$ cat src/rtl/color_pkg.sv
// Shared types for the colour sequencer: hue segment encoding, channel indices
// and the segment stepping helper.
package color_pkg;

    typedef enum logic [2:0] {
        SEG_RY = 3'd0,
        SEG_YG = 3'd1,
        SEG_GC = 3'd2,
        SEG_CB = 3'd3,
        SEG_BM = 3'd4,
        SEG_MR = 3'd5
    } seg_e;

    localparam int RED   = 0;
    localparam int GREEN = 1;
    localparam int BLUE  = 2;

    function automatic seg_e seg_step(seg_e s, logic rev);
        if (rev) return (s == SEG_RY) ? SEG_MR : seg_e'(s - 3'd1);
        else     return (s == SEG_MR) ? SEG_RY : seg_e'(s + 3'd1);
    endfunction

endpackage

$ cat src/rtl/color_sequencer_tick_gen.sv
// Tick prescaler: counts 0..c_TICK_CYCLES-1 and pulses tick on the terminal
// count; hold freezes the count and masks the tick.
module tick_gen #(
    parameter int c_TICK_CYCLES = 20000
) (
    input  logic clk,
    input  logic rst,
    input  logic hold,
    output logic tick
);

    localparam int CW = (c_TICK_CYCLES > 1) ? $clog2(c_TICK_CYCLES) : 1;
    localparam logic [CW-1:0] LAST = CW'(c_TICK_CYCLES - 1);

    logic [CW-1:0] count;

    assign tick = !hold && (count == LAST);

    always_ff @(posedge clk or posedge rst) begin
        if (rst) begin
            count <= '0;
        end else if (!hold) begin
            count <= (count == LAST) ? '0 : count + CW'(1);
        end
    end

endmodule

$ cat src/rtl/color_sequencer.sv
// Hue-wheel sequencer producing registered R/G/B duty values for PWM stages.
// Define COLOR_SEQ_REVERSE_EN to add the dir input for reverse rotation.
//
// segment | meaning
// SEG_RY  | red full, green rising   (red -> yellow)
// SEG_YG  | green full, red falling  (yellow -> green)
// SEG_GC  | green full, blue rising  (green -> cyan)
// SEG_CB  | blue full, green falling (cyan -> blue)
// SEG_BM  | blue full, red rising    (blue -> magenta)
// SEG_MR  | red full, blue falling   (magenta -> red)
module color_sequencer
    import color_pkg::*;
#(
    parameter  int c_PWM_INTERVAL = 1200,
    parameter  int c_STEP         = 12,
    parameter  int c_TICK_CYCLES  = 20000,
    localparam int DW             = $clog2(c_PWM_INTERVAL)
) (
    input  logic          clk,
    input  logic          rst,
    input  logic          hold,
`ifdef COLOR_SEQ_REVERSE_EN
    input  logic          dir,
`endif
    output logic [DW-1:0] red_duty,
    output logic [DW-1:0] green_duty,
    output logic [DW-1:0] blue_duty,
    output logic          duty_strobe,
    output logic [2:0]    segment
);

    localparam logic [DW-1:0] MAX  = DW'(c_PWM_INTERVAL - 1);
    localparam logic [DW-1:0] STEP = DW'(c_STEP);

    logic          tick;
    logic          rev;
    logic          pending;
    seg_e          seg;
    logic [DW-1:0] ramp;
    logic [DW:0]   sum;
    logic [DW-1:0] up;
    logic [DW-1:0] dn;
    logic [DW-1:0] duty_next [3];

    tick_gen #(.c_TICK_CYCLES(c_TICK_CYCLES)) u_tick_gen (
        .clk  (clk),
        .rst  (rst),
        .hold (hold),
        .tick (tick)
    );

`ifdef COLOR_SEQ_REVERSE_EN
    assign rev = dir;
`else
    assign rev = 1'b0;
`endif

    // One extra bit so the forward sum cannot wrap before the clamp.
    assign sum     = {1'b0, ramp} + {1'b0, STEP};
    assign segment = seg;

    always_ff @(posedge clk or posedge rst) begin
        if (rst) begin
            seg     <= SEG_RY;
            ramp    <= '0;
            pending <= 1'b0;
        end else begin
            pending <= tick && (seg <= SEG_MR);
            if (seg > SEG_MR) begin
                seg  <= SEG_RY;
                ramp <= '0;
            end else if (tick) begin
                if (!rev) begin
                    if (ramp == MAX) begin
                        ramp <= '0;
                        seg  <= seg_step(seg, 1'b0);
                    end else if (sum > {1'b0, MAX}) begin
                        ramp <= MAX;
                    end else begin
                        ramp <= sum[DW-1:0];
                    end
                end else begin
                    if (ramp == '0) begin
                        ramp <= MAX;
                        seg  <= seg_step(seg, 1'b1);
                    end else if (ramp < STEP) begin
                        ramp <= '0;
                    end else begin
                        ramp <= ramp - STEP;
                    end
                end
            end
        end
    end

    assign up = ramp;
    assign dn = MAX - ramp;

    always_comb begin
        duty_next[RED]   = MAX;
        duty_next[GREEN] = '0;
        duty_next[BLUE]  = '0;
        case (seg)
            SEG_RY: begin duty_next[RED] = MAX; duty_next[GREEN] = up;  end
            SEG_YG: begin duty_next[RED] = dn;  duty_next[GREEN] = MAX; end
            SEG_GC: begin duty_next[RED] = '0;  duty_next[GREEN] = MAX; duty_next[BLUE] = up;  end
            SEG_CB: begin duty_next[RED] = '0;  duty_next[GREEN] = dn;  duty_next[BLUE] = MAX; end
            SEG_BM: begin duty_next[RED] = up;  duty_next[BLUE]  = MAX; end
            SEG_MR: begin duty_next[RED] = MAX; duty_next[BLUE]  = dn;  end
            default: ;
        endcase
    end

    always_ff @(posedge clk or posedge rst) begin
        if (rst) begin
            red_duty    <= MAX;
            green_duty  <= '0;
            blue_duty   <= '0;
            duty_strobe <= 1'b0;
        end else begin
            duty_strobe <= pending;
            if (pending) begin
                red_duty   <= duty_next[RED];
                green_duty <= duty_next[GREEN];
                blue_duty  <= duty_next[BLUE];
            end
        end
    end

endmodule

$ cat config.mk
export PLATFORM = sky130hd
export DESIGN_NAME = color_sequencer
export DESIGN_NICKNAME = d
export VERILOG_FILES = /design/src/rtl/color_pkg.sv /design/src/rtl/color_sequencer_tick_gen.sv /design/src/rtl/color_sequencer.sv
export SDC_FILE = /design/constraint.sdc
export NUM_CORES = 1
export LEC_CHECK = 0
export CORE_UTILIZATION = 55
export CTS_CLUSTER_SIZE = 30
export DETAILED_ROUTE_END_ITERATION = 7
export HOLD_SLACK_MARGIN = 0.06
export MAX_ROUTING_LAYER = met4
export PLACE_DENSITY = 0.79
export REMOVE_ABC_BUFFERS = 1
export SETUP_SLACK_MARGIN = 0.4
export SLEW_MARGIN = 40
export SYNTH_ARGS = -nofsm -noshare
export SYNTH_HDL_FRONTEND = slang
export SYNTH_SLANG_ARGS = --single-unit
$ cat constraint.sdc
create_clock -name clk -period 6.55 [get_ports clk]
set_clock_uncertainty 0.1 [all_clocks]
set_input_delay 1.31 -clock clk [delete_from_list [all_inputs] [get_ports clk]]
set_output_delay 1.31 -clock clk [all_outputs]
set_load 0.005 [all_outputs]
; Yosys cells after proc, flatten, opt, wreduce, memory -nomap -nowiden
; Cells that the tools add are included.
[totals]
output_inout_bits = 37
inputBits = 3
word_cells = 44
ff_bits = 64
[op_classes]
order_cmp = 3
n_addsub = 4
n_mux = 12
eq_ne = 7
reduce_logical = 10
[op_table]
columns = cell, n
row1 = case mux 11 bit (3 select lines), 3
row2 = 2-to-1 mux 11 bit, 4
row3 = adder 15 x 1 -> 15 bit (second input constant), 1
row4 = equality test 15 bit (second input constant), 1
row5 = 2-to-1 mux 15 bit, 1
row6 = adder 11 x 4 -> 12 bit (second input constant), 1
row7 = greater-than comparator 12 x 11 -> 1 bit (second input constant), 1
row8 = 2-to-1 mux 3 bit, 4
row9 = equality test 11 bit (second input constant), 1
row10 = subtractor 11 bit (first input constant), 1
row11 = equality test 3 x 2 -> 1 bit (second input constant), 2
row12 = equality test 3 bit (second input constant), 2
row13 = OR reduction 2 bit, 3
row14 = nonzero test 2 bit, 2
row15 = adder 3 x 1 -> 3 bit (second input constant), 1
row16 = equality test 3 x 1 -> 1 bit (second input constant), 1
row17 = greater-than comparator 3 bit (second input constant), 1
row18 = less-or-equal comparator 3 bit (second input constant), 1
row19 = logical NOT 3 bit, 1
row20 = logical AND 1 bit, 2
row21 = AND reduction 2 bit, 1
row22 = logical NOT 1 bit, 1

; Logic depth before layout (Yosys ltp)
[depth]
word_depth = 6
ltp_mapped = 10
ltp_nobuf = 8

; Cells and area by module
; From an unflattened synthesis, not the netlist that was laid out.
[unflattened]
cells_unflattened = 383
hier_area_um2 = 3414.5
[by_module_without_submodules]
columns = module, area_each_um2, seq_area_each_um2, instances, cells_per_inst
row1 = color_sequencer, 2650.0, 1133.6, 1, 314
row2 = tick_gen, 764.5, 375.4, 1, 69

; Worst setup path before layout
; Ideal clock, no wire load.
[synth_timing]
path_kind = input to register
start = input port hold
end = register ramp[8]
setup_time_ns = 0.064
path_slack_ns = 3.843
arrival_ns = 2.543
n_path_buf = 0
cell_stages = 6
required_time_ns = 6.386
path_cell_list = and4b_1 > and4_1 > nor2_2 > or4_1 > a21oi_1 > a21o_1
[synth_between]
elab_chain_cells = 3
[synth_lines]
columns = item, line
row1 = from (decl), color_sequencer.sv:21  ; input logic hold,
row2 = logical NOT 1 bit, -
row3 = logical AND 1 bit, color_sequencer_tick_gen.sv:17  ; assign tick = !hold && (count == LAST);
row4 = nonzero test 2 bit (no line), -
row5 = to (signal assigned), color_sequencer.sv:80  ; ramp <= sum[DW-1:0];
row6 = to (signal assigned), color_sequencer.sv:89  ; ramp <= ramp - STEP;
row7 = to (decl), color_sequencer.sv:39  ; logic [DW-1:0] ramp;
; No other way between the ends.
; A chain may end at the register's enable or synchronous reset.

; Final worst setup path
; Ends and elaborated chain as after synthesis.

==> Implementation_results.wiki <==
{| class="wikitable"
! Metric !! Value
|-
| Result of the run || complete, no violations
|-
| Later-pin clock latency in the skew report || 340 ps
|-
| Area growth from synthesis to final layout || 17.7%
|-
| Count of state elements after synthesis || 60
|-
| Share of post-route cells with drive strength above 1 || 0.0782
|-
| Detailed-placement wirelength estimate || 5010 um
|-
| TritonCTS clock tree || built
|-
| Classification of the worst-slack hold path || register to register
|-
| Total Die Area || 0.00640 sq mm
|-
| Count of nets left with antenna violations after detail routing || 0
|-
| Floorplan row count || 28
|-
| Commonest non-fill, non-tap cells in the layout || 67 x nor2_1, 54 x dfrtp_1, 39 x a21oi_1, 39 x clkdlybuf4s50_1, 27 x nand2_1
|-
| Clock Path Buffers || 2
|-
| Min cycle time layout || 3390 ps
|-
| Headroom to the max-slew limit || 0.449
|-
| Routed wire per std cell || 15.5 um
|-
| Timing-limited maximum frequency || 0.295 GHz
|-
| Pre-CTS worst setup slack || 2860 ps
|-
| Share of async-settable or async-resettable flops after synthesis || 1.00
|-
| Post-route total power || 0.000849 W
|-
| Fraction of the yosys area taken by sequential cells || 0.451
|-
| Hold Path Depth || 1
|-
| Static Leak || 1.77 nW
|-
| Arrival time of the worst setup path || 3560 ps
|-
| Total cell area at the placement stage || 0.00372 sq mm
|-
| Starting density of the core || 0.568
|-
| DR iter-0 viols || 214
|-
| Core region area || 0.00589 sq mm
|-
| H-tree depth reported by CTS || 3
|-
| Buffers inserted by post-CTS timing repair || 0
|-
| Type of destination of the critical path || register
|-
| Tcrit/Tclk final || 0.517
|-
| Clock transition at the register clock pins on the worst setup and hold paths after CTS || 70 ps
|-
| Clock Sinks || 60
|-
| Origin of the worst setup path || hold
|-
| Most common library cell in the layout ignoring fill and taps || nor2_1
|-
| WP data required || 6730 ps
|-
| Slew of the pin with the lowest slew margin || 821 ps
|-
| Count of final setup violators || 0
|-
| Power Density || 216 mW/mm^2
|-
| Fraction of the core area covered by cells at the end of the flow || 0.669
|-
| Layout Cell Area excl Fill || 0.00394 sq mm
|-
| Final net count || 414
|-
| Largest fanout of any net on the critical path || 11
|-
| Number of global-route vias before repair || 2672
|-
| Total of hold buffers inserted after clock tree synthesis || 0
|-
| Post-CTS sizing || 0
|-
| Reg2reg start || ramp[2]$_DFFE_PP0P_
|-
| Max rail drop VDD || 0.000217 V
|-
| Number of top-level pins || 40
|-
| GP Congestion || 0.849
|-
| Hold Violations, Final || 0
|-
| Number of remaining DRC errors || 0
|-
| Root cell of the clock tree || clkbuf_8
|-
| PnR worst setup slack || 3160 ps
|-
| Worst Setup Start Kind || input port
|-
| RSZ-0062 raised after global routing || false
|-
| Total number of vias || 2842
|-
| Chip Width || 80.0 um
|-
| Number of max-cap violations || 0
|-
| Congestion Overflow GR || 0
|-
| Routed via count divided by cell count || 5.87
|-
| Instance count of the mapped netlist || 380
|-
| Number of max-slew violations in the final report || 0
|-
| Synth unique cells || 55
|-
| Count of yosys warnings during synthesis || 0
|-
| Area of the mapped netlist || 0.00335 sq mm
|-
| Total negative slack || 0 ps
|-
| Launch point of the worst hold path || u_tick_gen.count[4]$_DFFE_PP0N_
|-
| Die Span Y || 80.0 um
|-
| Diode insertion count for antenna repair || 0
|-
| Worst Setup Path Type || input port to register
|-
| GRT Total Usage || 0.267
|-
| Count of flip-flops with a built-in enable after synthesis || 0
|-
| Detailed-routing iteration count for the pre-antenna-repair pass || 4
|-
| Layout filler cell count || 492
|-
| Most frequently used flop master after synthesis || dfrtp_1
|-
| Synthesized area per cell || 8.80 sq um
|-
| Port buffer count || 39
|-
| TritonCTS buffer count || 9
|-
| DRT Wirelength || 7520 um
|-
| Maximum number of pins on one net before global-route repair || 61
|-
| Antenna violations before repair || 0
|-
| Wire length of the first global-routing pass || 12600 um
|-
| Number of cell instances on the worst register-to-register path || 8
|}
[stage by stage]
stage	cells	hold slack, ps
after floorplan	352	339
after global placement	468	365
after detailed placement	468	363
after CTS	484	377
after global routing	484	385
final	484	377
[logic make-up after synthesis]
family,share of synthesized area
buf+inv,0.0583
flops,0.451
xor+xnor,0.0524
simple gates,0.196
mux,0.0120
compound gates,0.204
fa+ha+maj,0.0262
[power breakdown]
| group | switching (W) | internal (W) |
|---|---|---|
| clock network | 0.000148 | 0.000223 |
| logic | 0.0000323 | 0.0000281 |
| registers | 0.0000242 | 0.000394 |
| total | 0.000204 | 0.000645 |
[state kept, by name, indices dropped and copies added (netlist names)]
signal and flops:
segment 3, red_duty 10, u_tick_gen.count 15, duty_strobe 1
ramp 10, pending 1, blue_duty 10, green_duty 10
[path summary, 6_finish.rpt]
path | to | slack (ps)
worst min register to register | u_tick_gen.count[4]$_DFFE_PP0N_ | 380
worst max register to register | ramp[6]$_DFFE_PP0P_ | 3940
worst min-delay path | u_tick_gen.count[4]$_DFFE_PP0N_ | 380
max in group asynchronous | red_duty[9]$_DFFE_PP0P_ | 4640
min in group asynchronous | red_duty[6]$_DFFE_PP0P_ | 1320
worst max-delay path | ramp[8]$_DFFE_PP0P_ | 3160
[layout make-up]
| class | count | area [sq um] | area share |
|---|---|---|---|
| multi-input combinational | 274 | 1640 | 0.417 |
| clock buffer | 11 | 141 | 0.0359 |
| clock inverter | 5 | 75.1 | 0.0191 |
| tap | 75 | 93.8 | 0.0238 |
| timing repair buffer | 41 | 409 | 0.104 |
| inverter | 18 | 67.6 | 0.0172 |
| sequential | 60 | 1510 | 0.383 |
[Yosys cell counts, types with 2 or more instances]
master / count / share of area
clkbuf_1: 15 / 0.017
nand2_1: 27 / 0.030
mux2i_1: 4 / 0.012
a21oi_1: 39 / 0.058
nor3_1: 3 / 0.0045
nor2b_1: 3 / 0.0056
and2_1: 2 / 0.0037
buf_4: 3 / 0.0067
o31ai_1: 3 / 0.0067
nand4_1: 9 / 0.017
nor2_1: 67 / 0.075
o22ai_1: 6 / 0.011
dfstp_2: 6 / 0.047
a22oi_1: 7 / 0.016
nand2b_1: 4 / 0.0075
buf_2: 9 / 0.013
o22a_1: 3 / 0.0079
ha_1: 7 / 0.026
o31a_1: 2 / 0.0052
o211ai_1: 9 / 0.020
xnor2_1: 10 / 0.026
and3_1: 3 / 0.0056
a31oi_1: 4 / 0.0075
dfrtp_1: 54 / 0.40
or2_2: 2 / 0.0037
a21o_1: 2 / 0.0045
a221oi_1: 4 / 0.010
inv_1: 17 / 0.019
a211o_1: 2 / 0.0052
nand4b_1: 3 / 0.0079
nand3_1: 5 / 0.0075
xor2_1: 10 / 0.026
o21ai_0: 14 / 0.021
[worst max-delay path, stage by stage]
cell	delay (ps)
clkdlybuf4s50_1	510
and4b_1	350
and4_1	460
nor2_2	160
or4_1	500
a21oi_1	170
a21o_1	90
[routing by layer]
layer / GRT usage / vias up / share of wire / wire length, um
li1: - / 1387 / - / -
met1: 0.354 / 1359 / 0.48 / 3580
met2: 0.395 / 84 / 0.46 / 3440
met3: 0.0537 / 12 / 0.051 / 385
met4: 0.123 / 0 / 0.014 / 108
met5: - / - / 0 / 0
Power figures use the tool's default switching activity.
